### config.mk
export PLATFORM = sky130hd
export DESIGN_NAME = mem_responder
export DESIGN_NICKNAME = d
export VERILOG_FILES = /design/src/rtl/mem_pkg.sv /design/src/rtl/word_ram.sv /design/src/rtl/mem_responder.sv
export SDC_FILE = /design/constraint.sdc
export NUM_CORES = 2
export LEC_CHECK = 0
export CAP_MARGIN = 20
export CELL_PAD_IN_SITES_DETAIL_PLACEMENT = 0
export CELL_PAD_IN_SITES_GLOBAL_PLACEMENT = 2
export CORE_ASPECT_RATIO = 1.75
export CORE_MARGIN = 2
export CORE_UTILIZATION = 40
export CTS_CLUSTER_DIAMETER = 60
export CTS_CLUSTER_SIZE = 30
export DETAILED_ROUTE_END_ITERATION = 10
export GPL_ROUTABILITY_DRIVEN = 1
export GPL_TIMING_DRIVEN = 0
export MAX_ROUTING_LAYER = met4
export PLACE_DENSITY = 0.87
export SKIP_CTS_REPAIR_TIMING = 1
export SYNTH_ARGS = -nofsm -noshare
export SYNTH_HDL_FRONTEND = slang
export SYNTH_SLANG_ARGS = --single-unit
### constraint.sdc
create_clock -name clock -period 86.5 [get_ports clock]
set_input_delay 17.3 -clock clock [delete_from_list [all_inputs] [get_ports clock]]
set_output_delay 17.3 -clock clock [all_outputs]
set_load 0.02 [all_outputs]
### src/rtl/mem_pkg.sv
// Shared types and helpers for the memory responder slice.
// Contents: FSM state encoding, word size constant, address-legality check.
// Used by: mem_responder (FSM, request capture) and its testbench.
package mem_pkg;

    typedef enum logic [1:0] {
        IDLE = 2'd0,
        WAIT = 2'd1,
        RESP = 2'd2
    } state_t;

    localparam int unsigned WORD_BYTES = 4;
    localparam int unsigned OFS_BITS   = $clog2(WORD_BYTES);

    // A request is rejected when it is not word aligned or lands past the
    // last word of the array.
    function automatic logic addr_err(input logic [31:0] addr,
                                      input logic [31:0] depth);
        return (addr[1:0] != 2'b00) || ({2'b00, addr[31:2]} >= depth);
    endfunction

endpackage

### src/rtl/word_ram.sv
// Word-wide RAM: synchronous write, registered read, async reset to zeros
// with the top word preset to VEC_INIT (exception vector bytes).
// Ports: clock/reset, we+widx+wdata write, re+widx registered read to rdata.
module word_ram #(
    parameter int unsigned DEPTH_WORDS = 64,
    parameter logic [31:0] VEC_INIT    = 32'h0000_FEFF,
    parameter int unsigned IDX_W       = $clog2(DEPTH_WORDS)
) (
    input  logic             clock,
    input  logic             reset,
    input  logic             we,
    input  logic             re,
    input  logic [IDX_W-1:0] widx,
    input  logic [31:0]      wdata,
    output logic [31:0]      rdata
);

    logic [31:0] mem [DEPTH_WORDS];

    // Whole-array reset so the CPU always boots with a known vector word.
    always_ff @(posedge clock or posedge reset) begin
        if (reset) begin
            for (int i = 0; i < int'(DEPTH_WORDS); i++) begin
                mem[i] <= (i == int'(DEPTH_WORDS) - 1) ? VEC_INIT : 32'h0;
            end
        end else if (we) begin
            mem[widx] <= wdata;
        end
    end

    // Read register only moves on a read strobe, so it holds between reads.
    always_ff @(posedge clock or posedge reset) begin
        if (reset) begin
            rdata <= 32'h0;
        end else if (re) begin
            rdata <= mem[widx];
        end
    end

endmodule

### src/rtl/mem_responder.sv
// Memory responder for the multicycle CPU: one request at a time, served
// after WAIT_CYCLES wait states; Ack is a one-cycle pulse, AddrErr valid with it.
// Ports: clock/reset, Req/Wr/Address/Datain in, Dataout/Ack/AddrErr/Busy out.
module mem_responder
    import mem_pkg::*;
#(
    parameter int unsigned DEPTH_WORDS = 64,
    parameter int unsigned WAIT_CYCLES = 2,
    parameter logic [31:0] VEC_INIT    = 32'h0000_FEFF
) (
    input  logic        clock,
    input  logic        reset,
    input  logic        Req,
    input  logic        Wr,
    input  logic [31:0] Address,
    input  logic [31:0] Datain,
    output logic [31:0] Dataout,
    output logic        Ack,
    output logic        AddrErr,
    output logic        Busy
);

    localparam int unsigned IDX_W     = $clog2(DEPTH_WORDS);
    localparam logic [3:0]  WAIT_LOAD = (WAIT_CYCLES == 0) ? 4'd0 : 4'(WAIT_CYCLES - 1);

    state_t            state, next_state;
    logic [3:0]        cnt;
    logic              cap_wr;
    logic              cap_err;
    logic [IDX_W-1:0]  cap_idx;
    logic [31:0]       cap_data;
    logic              out_zero;

    logic              in_idle;
    logic              eff_wr;
    logic              eff_err;
    logic [IDX_W-1:0]  eff_idx;
    logic [31:0]       eff_data;
    logic              enter_resp;
    logic              ram_we;
    logic              ram_re;
    logic [31:0]       ram_rdata;

    // State register.
    always_ff @(posedge clock or posedge reset) begin
        if (reset) begin
            state <= IDLE;
        end else begin
            state <= next_state;
        end
    end

    // Next state and status outputs.
    always_comb begin
        next_state = state;
        Ack        = 1'b0;
        AddrErr    = 1'b0;
        Busy       = 1'b0;
        unique case (state)
            IDLE: begin
                if (Req) begin
                    next_state = (WAIT_CYCLES == 0) ? RESP : WAIT;
                end
            end
            WAIT: begin
                Busy = 1'b1;
                if (cnt == 4'd0) begin
                    next_state = RESP;
                end
            end
            RESP: begin
                Busy       = 1'b1;
                Ack        = 1'b1;
                AddrErr    = cap_err;
                next_state = IDLE;
            end
            default: next_state = IDLE;
        endcase
    end

    // With zero wait states the RAM access happens on the same edge that
    // samples Req, so the live inputs stand in for the not-yet-captured ones.
    assign in_idle    = (state == IDLE);
    assign eff_wr     = in_idle ? Wr : cap_wr;
    assign eff_err    = in_idle ? addr_err(Address, 32'(DEPTH_WORDS)) : cap_err;
    assign eff_idx    = in_idle ? Address[OFS_BITS +: IDX_W] : cap_idx;
    assign eff_data   = in_idle ? Datain : cap_data;
    assign enter_resp = (next_state == RESP);
    assign ram_we     = enter_resp && eff_wr && !eff_err;
    assign ram_re     = enter_resp && !eff_wr && !eff_err;

    // Request capture and wait counter; captured fields are frozen until
    // the next IDLE, so input wiggles during WAIT are ignored.
    always_ff @(posedge clock or posedge reset) begin
        if (reset) begin
            cnt      <= 4'd0;
            cap_wr   <= 1'b0;
            cap_err  <= 1'b0;
            cap_idx  <= '0;
            cap_data <= 32'h0;
        end else if (in_idle && Req) begin
            cnt      <= WAIT_LOAD;
            cap_wr   <= Wr;
            cap_err  <= addr_err(Address, 32'(DEPTH_WORDS));
            cap_idx  <= Address[OFS_BITS +: IDX_W];
            cap_data <= Datain;
        end else if (state == WAIT && cnt != 4'd0) begin
            cnt <= cnt - 4'd1;
        end
    end

    // Dataout forcing: a rejected request shows zero, a good read shows the
    // RAM read register, a good write leaves whatever was shown before.
    always_ff @(posedge clock or posedge reset) begin
        if (reset) begin
            out_zero <= 1'b1;
        end else if (enter_resp) begin
            if (eff_err) begin
                out_zero <= 1'b1;
            end else if (!eff_wr) begin
                out_zero <= 1'b0;
            end
        end
    end

    assign Dataout = out_zero ? 32'h0 : ram_rdata;

    word_ram #(
        .DEPTH_WORDS (DEPTH_WORDS),
        .VEC_INIT    (VEC_INIT),
        .IDX_W       (IDX_W)
    ) u_ram (
        .clock (clock),
        .reset (reset),
        .we    (ram_we),
        .re    (ram_re),
        .widx  (eff_idx),
        .wdata (eff_data),
        .rdata (ram_rdata)
    );

endmodule
Yosys cells after proc, flatten, opt, wreduce, memory -nomap -nowiden
Cells that the tools add are included.
- flip-flop bits (word level): 2127
- bits of input ports: 68
- output and inout bits: 35
- logic and storage cells: 119
- add/subtract/negate cells: 1
- $lt $le $gt $ge: 3
- equal/unequal tests: 4
- mux-type cells: 21
- bitwise logic cells: 1
- reduce and logical (&&, ||, !) cells: 17
- operators with widths (operator ; number):
    2048-bit bitwise mux ; 1
    32-bit binary-select mux with 6-bit select ; 1
    32-bit demux with 6-bit select ; 1
    32-bit 2-to-1 mux ; 5
    30-bit by 7-bit >= comparator with 1-bit output, second input constant ; 1
    4-bit 2-to-1 mux ; 2
    7-bit >= comparator, second input constant ; 1
    1-bit logical AND ; 7
    7-bit by 1-bit less-than comparator with 1-bit output, second input constant ; 1
    1-bit 2-to-1 mux ; 7
    6-bit inverter with 7-bit output ; 1
    6-bit 2-to-1 mux ; 1
    2-bit == test, second input constant ; 2
    4-bit zero test ; 1
    2-bit 2-to-1 mux ; 2
    2-bit case mux with 2 select lines ; 1
    2-bit nonzero test ; 2
    4-bit nonzero test ; 1
    4-bit by 1-bit subtractor with 4-bit output, second input constant ; 1
    2-bit by 1-bit == test with 1-bit output, second input constant ; 1
    1-bit zero test ; 2
    2-bit zero test ; 1
    2-bit by 1-bit inequality test with 1-bit output, second input constant ; 1
    2-bit AND reduction ; 1
    2 further kinds ; 2

Logic depth before layout (Yosys ltp)
- word-level depth: 8
- mapped depth: 16
- depth with buffers taken out: 9

Modules after synthesis
From an unflattened synthesis, not the netlist that was laid out.
- cells, all modules: 6773
- area total of the unflattened synthesis: 97493.5 um^2
- by module, submodules not included (module ; instances ; cells each ; area an instance (um^2) ; sequential area each (um^2)):
    word_ram ; 1 ; 6549 ; 94617.0 ; 52068.7
    mem_responder ; 1 ; 224 ; 2876.5 ; 1177.4

Worst setup path after synthesis
No wires, ideal clock.
- path kind: input to register
- start: in Address[2]
- end: reg u_ram.rdata[20]
- setup time: 0.121 ns
- arrival: 19.279 ns
- required time: 86.379 ns
- setup slack: 67.100 ns
- cell stages on the path: 9
- buffers on the path: 3
- cell sequence: buf_2 > and4b_1 > or2_1 > buf_2 > buf_2 > a222oi_1 > a31oi_1 > or4_1 > o22a_1
- longest elaborated chain between the ends: 5
- elaborated cells on any way between the ends: 10
- those cells by class: order compare: 1; mux: 5; bitwise: 1; reduce/logical: 3
- RTL lines (what ; line ; RTL):
    start: declaration ; mem_responder.sv:15 ; input logic [31:0] Address,
    30-bit by 7-bit >= comparator with 1-bit output / 6-bit 2-to-1 mux (equally long branches) ; mem_pkg.sv:19, mem_responder.sv:86 ;
    1-bit logical OR / 6-bit inverter with 7-bit output (equally long branches) ; mem_pkg.sv:19, word_ram.sv:36 ;
    1-bit 2-to-1 mux / 32-bit binary-select mux with 6-bit select (equally long branches) ; mem_responder.sv:85, word_ram.sv:36 ;
    1-bit zero test / 32-bit 2-to-1 mux (equally long branches) ; mem_responder.sv:90, word_ram.sv:36 ;
    1-bit logical AND / 32-bit 2-to-1 mux (equally long branches) ; mem_responder.sv:90, word_ram.sv:36 ;
    end signal: assignment ; word_ram.sv:36 ; rdata <= mem[widx];
    end: declaration ; word_ram.sv:15 ; output logic [31:0] rdata
Several ways; a longest one is shown, not always the timed one. The select of a mux whose other input is x is not followed.
A chain may end at the register's enable or synchronous reset.

Worst setup path in the final report
- start: in Address[4]
- end: reg u_ram.rdata[6]
Same word-level chain as after synthesis.

==> qor.yml <==
outcome:
  run_status: "finished with violations"
  violations: "antenna violations"
floorplan:
  initial_utilization_pct: 40.28
  area_enclosed_by_the_die_boundary_mm2: 0.2300
  placeableCoreArea_mm2: 0.2245
  number_of_top_level_pins: 103
  die_w_um: 363.4
  num_rows: 230
  dieHeight_um: 632.9
detailed_routing:
  postRouteAntennaNets: 1
  detail_route.drc_violations: 0
  dr_total_vias: 87380
  drt-wirelength-per-cell_um: 47.00
  initialDrtViolationCount: 14090
  totalWireLength_um: 601500
  drt-pass1-iter-count: 9
  vias_per_cell: 6.827
synth:
  post_synthesis_async_set_or_reset_flop_share_pct: 100.0
  yosys.cell_types.count: 61
  synth_area_mm2: 0.09041
  syn_avg_cell_area_um2: 9.954
  synthesis.instances: 9083
  synth.top_cells.by_count: "sky130_fd_sc_hd__nor2_1, sky130_fd_sc_hd__a21oi_1, sky130_fd_sc_hd__dfrtp_1"
  synth-edff-count: 0
  seq_area_frac_synth_pct: 58.89
  flip_flop_and_latch_count_after_synthesis: 2127
  synth_area_leaders: "sky130_fd_sc_hd__dfrtp_1, sky130_fd_sc_hd__a21oi_1, sky130_fd_sc_hd__nor2_1"
  postSynthNetCount: 9155
  dominantRegCellSynth: "sky130_fd_sc_hd__dfrtp_1"
  synth.largest_area_cell: "sky130_fd_sc_hd__dfrtp_1"
  yosysMostFrequentCell: "sky130_fd_sc_hd__nor2_1"
  netlist.area_leader.share_pct: 58.43
  synth-warning-count: 0
clock_network:
  clock_insertion_delay_worst_skew_ns: 0.90
  cts_htree_levels: 4
  cts_buffer_depth: 4
  clkTransAtPathRegs_ns: 0.08
  clock_root_buffer: "sky130_fd_sc_hd__clkbuf_16"
  tritoncts: "done"
  numClockSinks: 2127
  cts_made_buffers: 147
sta:
  final.setup_skew_ns: 0.06619
  final_critical_period_ns: 22.99
  fmax_mhz: 43.49
  worst_hold_slack_ns: 0.5078
  max_slew_margin_pct: 5.163
  rsz_0062_raised_after_global_routing: "no"
  worst_pin_slew_ns: 1.423
  report.final.slew_viol_count: 0
  part_of_the_cycle_the_worst_path_needs_pct: 26.58
  hold_viol: 0
  timing.setup.tns_ns: 0
  setup_viol: 0
placement:
  place_hpwl_um: 449300
  globalplace.congestion: 1.055
  place_inst: 12280
  placedInstanceArea_mm2: 0.09886
  numPortBuffers: 99
critical_path:
  cp_data_required_time_ns: 87.31
  critPathArrivalTime_ns: 23.81
  critPathLaunchType: "input pin"
  cp-end-kind: "flop"
  critical_path_class: "in2reg"
  timing.critical_path.fanout_max: 12
power_and_ir_drop:
  vdd.ir_drop.worst_mv: 0.02568
  power.leakage_nw: 47.85
  power.net_switching_mw: 1.610
  sequentialPowerShare_pct: 34.4
  net_switching_fraction_of_the_power_pct: 49.06
  p_int_mw: 1.671
  combinationalPowerShare_pct: 41.4
  fin_total_pwr_mw: 3.281
  cellPowerDensity_mw_per_mm2: 31.34
  p_clk_share_pct: 24.2
global_routing:
  maximum_number_of_pins_on_one_net_before_global_route_repair: 139
  grt_pass1_wl_um: 776700
  grt_pass1_vias: 80440
  globalRouteTotalUtil_pct: 53.27
  grt_antenna_before_repair: 160
  grt_overflow: 0
finish:
  post_route_cells_drive_above_1_share_pct: 14.12
  finalNonFillerCells: 12800
  final_cell_area_mm2: 0.1047
  multi_input_area_mm2: 0.03325
  final_nets: 9608
  nFillCells: 21510
  area_growth_pct: 15.79
  seqCellArea_mm2: 0.05325
run:
  drv_cap: 0
min_path:
  hp-class: "reg2reg"
==> state kept, by name, indices dropped and copies added (netlist names) <==
signal       flops
cap_err          1
cnt              4
u_ram.rdata     32
u_ram.mem     2048
state            2
cap_idx          6
out_zero         1
cap_wr           1
cap_data        32
==> final cells by class <==
class	count	area share, %
Antenna cell	255	0.6096
Timing Repair Buffer	304	4.390
Clock inverter	94	1.054
Clock buffer	162	3.696
Sequential cell	2127	50.86
Buffer	905	4.115
Multi-Input combinational cell	6041	31.76
Tap cell	2900	3.466
Inverter	10	0.04303
==> cell families (layout without fill, tap and decap cells) <==
logic type	Yosys count	in the layout	synth area share (%)
AOI/OAI and AO/OA	3434	3434	22.43
xor gates and xnor gates	3	3	0.02907
adders and majority gates	4	4	0.05536
buffers and inverters	915	1475	4.644
DFF	2127	2127	58.89
muxes	139	139	1.604
other	0	255	0
and+or+nand+nor	2461	2461	12.34
==> metal layers <==
layer	up-vias	GRT usage, %	wire [µm]
li1	33410	-	-
met1	44310	55.89	195400
met2	7080	76.09	262200
met3	2572	18.14	66820
met4	0	54.62	77070
met5	-	-	0
==> worst paths after layout <==
| path | slack (ns) | cells past startpoint | endpoint | start |
|---|---|---|---|---|
| min in group asynchronous | 16.99 | 2 | cap_data[10]$_DFFE_PP0P_ | reset |
| max in group asynchronous | 66.55 | 6 | u_ram.mem[99]$_DFFE_PP0P_ | reset |
| setup / recovery | 63.51 | 13 | u_ram.rdata[6]$_DFFE_PP0P_ | Address[4] |
| hold / removal | 0.51 | 1 | cap_wr$_DFFE_PP0P_ | cap_wr$_DFFE_PP0P_ |
| setup reg to reg | 79.49 | 15 | u_ram.rdata[6]$_DFFE_PP0P_ | state[0]$_DFF_PP0_ |
| hold reg to reg | 0.51 | 1 | cap_wr$_DFFE_PP0P_ | cap_wr$_DFFE_PP0P_ |
==> critical path: stages <==
cell,delay [ns]
sky130_fd_sc_hd__clkdlybuf4s50_1,0.52
sky130_fd_sc_hd__buf_4,0.24
sky130_fd_sc_hd__and4b_1,0.24
sky130_fd_sc_hd__or2_1,0.14
sky130_fd_sc_hd__buf_2,0.77
sky130_fd_sc_hd__buf_2,0.77
sky130_fd_sc_hd__buf_2,1.06
sky130_fd_sc_hd__buf_2,1.04
sky130_fd_sc_hd__a22oi_1,0.21
sky130_fd_sc_hd__a31oi_1,0.99
sky130_fd_sc_hd__nor2_1,0.09
sky130_fd_sc_hd__nand4_1,0.14
sky130_fd_sc_hd__o22a_1,0.14
==> per-stage QoR <==
step	worst slack, ns	util (%)
floorplan	9.137	-
global placement	-15.21	42.34
detailed placement	63.21	44.04
CTS	64.12	46.26
global route	63.89	46.52
finish	63.51	46.64
==> power by group through the flow <==
stage               Sequential, mW  Clock, mW  Combinational [mW]
detailed placement            1.14          0                1.24
finish                        1.13      0.794                1.36
global route                  1.13      0.821                1.29
global placement              1.15          0                1.14
CTS                           1.12      0.788                1.24
floorplan                     1.13          0               0.426
==> cell usage in the layout, fill, tap and decap left out, types with 16 or more instances in the layout <==
cell type,netlist,layout
sky130_fd_sc_hd__mux2i_2,0,20
sky130_fd_sc_hd__a31oi_1,174,173
sky130_fd_sc_hd__a31o_2,80,80
sky130_fd_sc_hd__nand2_1,28,28
sky130_fd_sc_hd__nor4_1,24,24
sky130_fd_sc_hd__dfstp_2,16,16
sky130_fd_sc_hd__o21ai_0,248,248
sky130_fd_sc_hd__a22o_1,133,133
sky130_fd_sc_hd__nand4_1,18,18
sky130_fd_sc_hd__buf_8,0,61
sky130_fd_sc_hd__dfrtp_1,2111,2111
sky130_fd_sc_hd__buf_4,23,25
sky130_fd_sc_hd__inv_6,0,17
sky130_fd_sc_hd__a221oi_1,116,116
sky130_fd_sc_hd__clkbuf_1,339,250
sky130_fd_sc_hd__nor2_1,2154,2153
sky130_fd_sc_hd__buf_16,0,32
sky130_fd_sc_hd__o22a_1,16,16
sky130_fd_sc_hd__mux2i_1,101,69
sky130_fd_sc_hd__a222oi_1,68,68
sky130_fd_sc_hd__clkbuf_2,0,94
sky130_fd_sc_hd__mux2_2,37,37
sky130_fd_sc_hd__diode_2,0,255
sky130_fd_sc_hd__a22oi_1,450,450
sky130_fd_sc_hd__a21oi_1,2120,2120
sky130_fd_sc_hd__buf_6,5,50
sky130_fd_sc_hd__buf_12,0,64
sky130_fd_sc_hd__nor4_4,63,65
sky130_fd_sc_hd__and4_1,67,67
sky130_fd_sc_hd__buf_2,512,536
sky130_fd_sc_hd__nor2b_1,37,37
sky130_fd_sc_hd__clkdlybuf4s50_1,0,99
sky130_fd_sc_hd__clkbuf_16,0,150
(Power assumes the default switching activity.)
